### src/rtl/cmd_resp_tx.sv
// Command reply transmitter: turns accepted-command pulses into ASCII replies
// ("RUN", "CLR", "MOD" plus line ending) pushed one character per cycle into a TX FIFO.
module cmd_resp_tx #(
    parameter bit EN_CRLF = 1'b1
) (
    input  logic       clk,
    input  logic       rst,
    input  logic       i_evt_run,
    input  logic       i_evt_clear,
    input  logic       i_evt_mode,
    input  logic       tx_full,
    output logic       tx_push,
    output logic [7:0] tx_data,
    output logic       o_busy
);

    localparam logic [2:0] LastIdx = EN_CRLF ? 3'd4 : 3'd3;

    typedef enum logic {StIdle, StSend} state_e;
    typedef enum logic [1:0] {MsgRun, MsgClr, MsgMod} msg_e;

    state_e     state_q, state_d;
    msg_e       msg_q, msg_d;
    logic [2:0] idx_q, idx_d;
    logic       pend_run_q, pend_clr_q, pend_mode_q;
    logic       pend_run_d, pend_clr_d, pend_mode_d;
    logic       take_run, take_clr, take_mode;

    function automatic logic [7:0] char_at(input msg_e msg, input logic [2:0] idx);
        logic [23:0] word;
        unique case (msg)
            MsgRun:  word = 24'h52554E;
            MsgClr:  word = 24'h434C52;
            default: word = 24'h4D4F44;
        endcase
        case (idx)
            3'd0:    return word[23:16];
            3'd1:    return word[15:8];
            3'd2:    return word[7:0];
            3'd3:    return EN_CRLF ? 8'h0D : 8'h0A;
            3'd4:    return 8'h0A;
            default: return 8'h00;
        endcase
    endfunction

    always_comb begin
        state_d   = state_q;
        msg_d     = msg_q;
        idx_d     = idx_q;
        take_run  = 1'b0;
        take_clr  = 1'b0;
        take_mode = 1'b0;
        tx_push   = 1'b0;
        tx_data   = 8'h00;
        unique case (state_q)
            StIdle: begin
                if (pend_run_q) begin
                    take_run = 1'b1;
                    msg_d    = MsgRun;
                end else if (pend_clr_q) begin
                    take_clr = 1'b1;
                    msg_d    = MsgClr;
                end else if (pend_mode_q) begin
                    take_mode = 1'b1;
                    msg_d     = MsgMod;
                end
                if (pend_run_q | pend_clr_q | pend_mode_q) begin
                    idx_d   = 3'd0;
                    state_d = StSend;
                end
            end
            StSend: begin
                tx_push = ~tx_full;
                tx_data = char_at(msg_q, idx_q);
                if (tx_push) begin
                    if (idx_q == LastIdx) begin
                        idx_d   = 3'd0;
                        state_d = StIdle;
                    end else begin
                        idx_d = idx_q + 3'd1;
                    end
                end
            end
            default: state_d = StIdle;
        endcase
        // A fresh event outranks the clear of its own flag, so the reply is queued again.
        pend_run_d  = i_evt_run   | (pend_run_q  & ~take_run);
        pend_clr_d  = i_evt_clear | (pend_clr_q  & ~take_clr);
        pend_mode_d = i_evt_mode  | (pend_mode_q & ~take_mode);
    end

    always_ff @(posedge clk or negedge rst) begin
        if (!rst) begin
            state_q     <= StIdle;
            msg_q       <= MsgRun;
            idx_q       <= 3'd0;
            pend_run_q  <= 1'b0;
            pend_clr_q  <= 1'b0;
            pend_mode_q <= 1'b0;
        end else begin
            state_q     <= state_d;
            msg_q       <= msg_d;
            idx_q       <= idx_d;
            pend_run_q  <= pend_run_d;
            pend_clr_q  <= pend_clr_d;
            pend_mode_q <= pend_mode_d;
        end
    end

    assign o_busy = (state_q != StIdle) | pend_run_q | pend_clr_q | pend_mode_q;

endmodule

### config.mk
export PLATFORM = sky130hd
export DESIGN_NAME = cmd_resp_tx
export DESIGN_NICKNAME = d
export VERILOG_FILES = /design/src/rtl/cmd_resp_tx.sv
export SDC_FILE = /design/constraint.sdc
export NUM_CORES = 1
export LEC_CHECK = 0
export BUFFER_PORTS_ARGS = -buffer_cell sky130_fd_sc_hd__buf_4
export CORE_MARGIN = 4
export CORE_UTILIZATION = 35
export CTS_BUF_LIST = sky130_fd_sc_hd__clkbuf_4 sky130_fd_sc_hd__clkbuf_8
export DETAILED_ROUTE_END_ITERATION = 8
export GPL_TIMING_DRIVEN = 0
export PLACE_DENSITY_LB_ADDON = 0.2
export SLEW_MARGIN = 20
export SYNTH_ARGS = -nofsm -noshare
export SYNTH_HDL_FRONTEND = slang
export SYNTH_SLANG_ARGS = --single-unit
### constraint.sdc
create_clock -name clk -period 2.7 [get_ports clk]
set_input_delay 0.27 -clock clk [delete_from_list [all_inputs] [get_ports clk]]
set_output_delay 0.27 -clock clk [all_outputs]
set_load 0.02 [all_outputs]
==> impl_metrics.json <==
{
  "finalNetCount": 110,
  "dp.cells": 118,
  "clkPwrFrac_pct": 10.3,
  "grt_pass1_vias": 546,
  "synthCells": 80,
  "peakVddDrop_v": 0.000510,
  "hold_class": "input port to flip-flop",
  "die_x_um": 52.9,
  "portBuffers": 12,
  "vias": 613,
  "clk_pin_slew_ns": 0.06,
  "via_per_inst": 4.98,
  "tritoncts": "done",
  "p_int_uw": 563,
  "synth_edf_count": 0,
  "worst-path-max-fanout": 6,
  "dieHeight_um": 52.9,
  "rows": 15,
  "crit_family": "compound AO/OA/AOI/OAI gates",
  "end_kind": "output port",
  "tns_ns": 0,
  "critPathBufInv": 2,
  "yosysWarnings": 0,
  "power_frac_comb_pct": 69.3,
  "drt_iter0_drc": 10,
  "critPathMaxStageDelay_ns": 0.43,
  "finalHoldViolCount": 0,
  "leakage_uw": 0.000394,
  "reg2reg_depth": 6,
  "drive_gt1_share_pct": 26.5,
  "die_area_um2": 2800,
  "cts_root_buf": "clkbuf_4",
  "gr-usage-all-layers_pct": 11.5,
  "synth.avg_cell_area_um2": 8.84,
  "yosys_register_bits": 9,
  "critical_path_depth": 6,
  "report.final.slew_viol_count": 0,
  "worstReg2RegEnd": "idx_q[0]$_DFFE_PN0P_",
  "r2r_slack_ns": 1.16,
  "rsz0062_at_grt": "no",
  "final_cell_mix": "buf_4, nor2_1, dfrtp_1",
  "cts_sinks": 9,
  "overflow": 0,
  "p_per_area_nw_per_um2": 1230,
  "ctsHtreeMaxLevel": 1,
  "postLayoutCoreUtil_pct": 47.9,
  "fin_crit_ns": 2.16,
  "maxCapViolations": 0,
  "yosys_most_used_dff": "dfrtp_1",
  "clk_latency_ns": 0.25,
  "cp-startpoint": "idx_q[0]$_DFFE_PN0P_",
  "start_util_pct": 38.8,
  "crit_slowest_cell": "dfrtp_1",
  "crit_type": "flip-flop to output port",
  "hpwl_mm": 1.11,
  "p_switching_uw": 511,
  "skew_ns": 0.00169,
  "power_frac_seq_pct": 20.4,
  "outcome": "complete, no violations",
  "netlist_area_um2": 707,
  "drc": 0,
  "core_area_um2": 1820,
  "clock.fmax_ghz": 0.462,
  "ant_nets": 0,
  "area_growth_pct": 23.4,
  "boundaryPins": 16,
  "layout.cells.non_filler": 123,
  "yosysUniqueCellTypes": 35,
  "required_ns": 2.43,
  "routedWlPerCell_um": 11.9,
  "antenna_found_initial": 0,
  "place.gp.congestion": 0.803,
  "num_antenna_cells": 0,
  "period_share_pct": 80.2,
  "rr_startpoint": "idx_q[0]$_DFFE_PN0P_",
  "final_common_cell": "buf_4",
  "clockBufferDepth": 2,
  "firstDrtPassIters": 4,
  "grt_pass1_wl_mm": 2.37,
  "postRouteWirelength_mm": 1.46,
  "cts_buffers": 3,
  "crit_path_start_kind": "flip-flop",
  "endpoint": "tx_data[4]",
  "ys_async_sr_fraction_pct": 100,
  "worstPathCellList": "inv_1 -> ha_1 -> nor2_1 -> o31a_1 -> a2111oi_4 -> buf_4",
  "setup_violations": 0,
  "cts_resized": 0,
  "critPathArrivalTime_ns": 1.89,
  "switching_share_pct": 47.6,
  "synth-seq-area-share_pct": 31.9,
  "grt_start_max_net_pins": 11
}
[logic make-up after synthesis]
kind of cell,synth area share (%)
other,0.530
buffers and inverters,10.1
DFF,31.9
AOI/OAI and AO/OA,28.1
and+or+nand+nor,17.7
muxes,2.83
adders and majority gates,8.85
[area by class of cell]
type                       count  area (um^2)
clock buffer                   4         30.0
multi-input combinational     58          414
sequential                     9          225
fill                         195          948
inverter                       7         26.3
tap                           25         31.3
buffer                         7         45.0
timing repair buffer          13          100
[worst reg2reg max path, stage by stage (launching register included)]
cell and delay [ns]:
dfrtp_1 0.43, inv_1 0.10, ha_1 0.24, buf_2 0.19
a211oi_1 0.27, a21oi_1 0.06, o22ai_1 0.16
[worst min-delay path by stage]
stage,end,cells past startpoint,from,slack (ns)
floorplan,idx_q[0]$_DFFE_PN0P_,0,rst,-0.03
global placement,msg_q[1]$_DFFE_PN0P_,1,rst,0.1
detailed placement,msg_q[1]$_DFFE_PN0P_,1,rst,0.1
CTS,pend_run_q$_DFF_PN0_,2,i_evt_run,0.18
global route,pend_run_q$_DFF_PN0_,2,i_evt_run,0.17
finish,pend_run_q$_DFF_PN0_,2,i_evt_run,0.19
[synthesized netlist by cell type, types with 2 or more instances]
master / instances / area, um^2
dfrtp_1: 9 / 225
nor2_1: 9 / 33.8
inv_1: 6 / 22.5
ha_1: 5 / 62.6
o21ai_0: 5 / 25.0
a21oi_1: 4 / 20.0
nand2b_1: 4 / 25.0
buf_2: 3 / 15.0
nand2_1: 3 / 11.3
a21o_1: 2 / 15.0
buf_4: 2 / 15.0
mux2i_1: 2 / 20.0
nand3_1: 2 / 10.0
nor3_1: 2 / 10.0
o22ai_1: 2 / 12.5
[through the flow]
| stage | total power (uW) | area [um^2] | worst slack [ns] | hold WS, ns |
|---|---|---|---|---|
| global placement | 958 | 832 | 0.835 | 0.0996 |
| global route | 1160 | 872 | 0.387 | 0.173 |
| detailed placement | 965 | 832 | 0.814 | 0.0995 |
| finish | 1070 | 872 | 0.535 | 0.188 |
| floorplan | 741 | 711 | 0.929 | -0.0256 |
| CTS | 1080 | 872 | 0.520 | 0.180 |
[routing by layer]
layer	wire length [um]	up-vias	global-route usage (%)
met5	0	-	0
met4	12	0	2.55
met3	65	2	4.23
met2	670	11	18.6
met1	715	286	14.4
li1	-	314	-
[flip-flops by register name (all words and copies together), names as in the netlist]
register and count:
pend_run_q 1, msg_q 2, state_q 1, pend_clr_q 1, pend_mode_q 1, idx_q 3
[what timing repair did]
item,4_1_cts,5_1_grt
endpoints found under the hold margin,9,0
hold buffers,1,0
buffers inserted,0,0
endpoints found under the setup margin,0,0
[power by group through the flow]
stage                     logic (uW)  registers [uW]  clock network [uW]
final                            745             220                 111
after global routing             814             228                 123
after CTS                        745             221                 116
after detailed placement         742             223                   0
after global placement           736             222                   0
after floorplan                  531             210                   0
(Power assumes the default switching activity.)
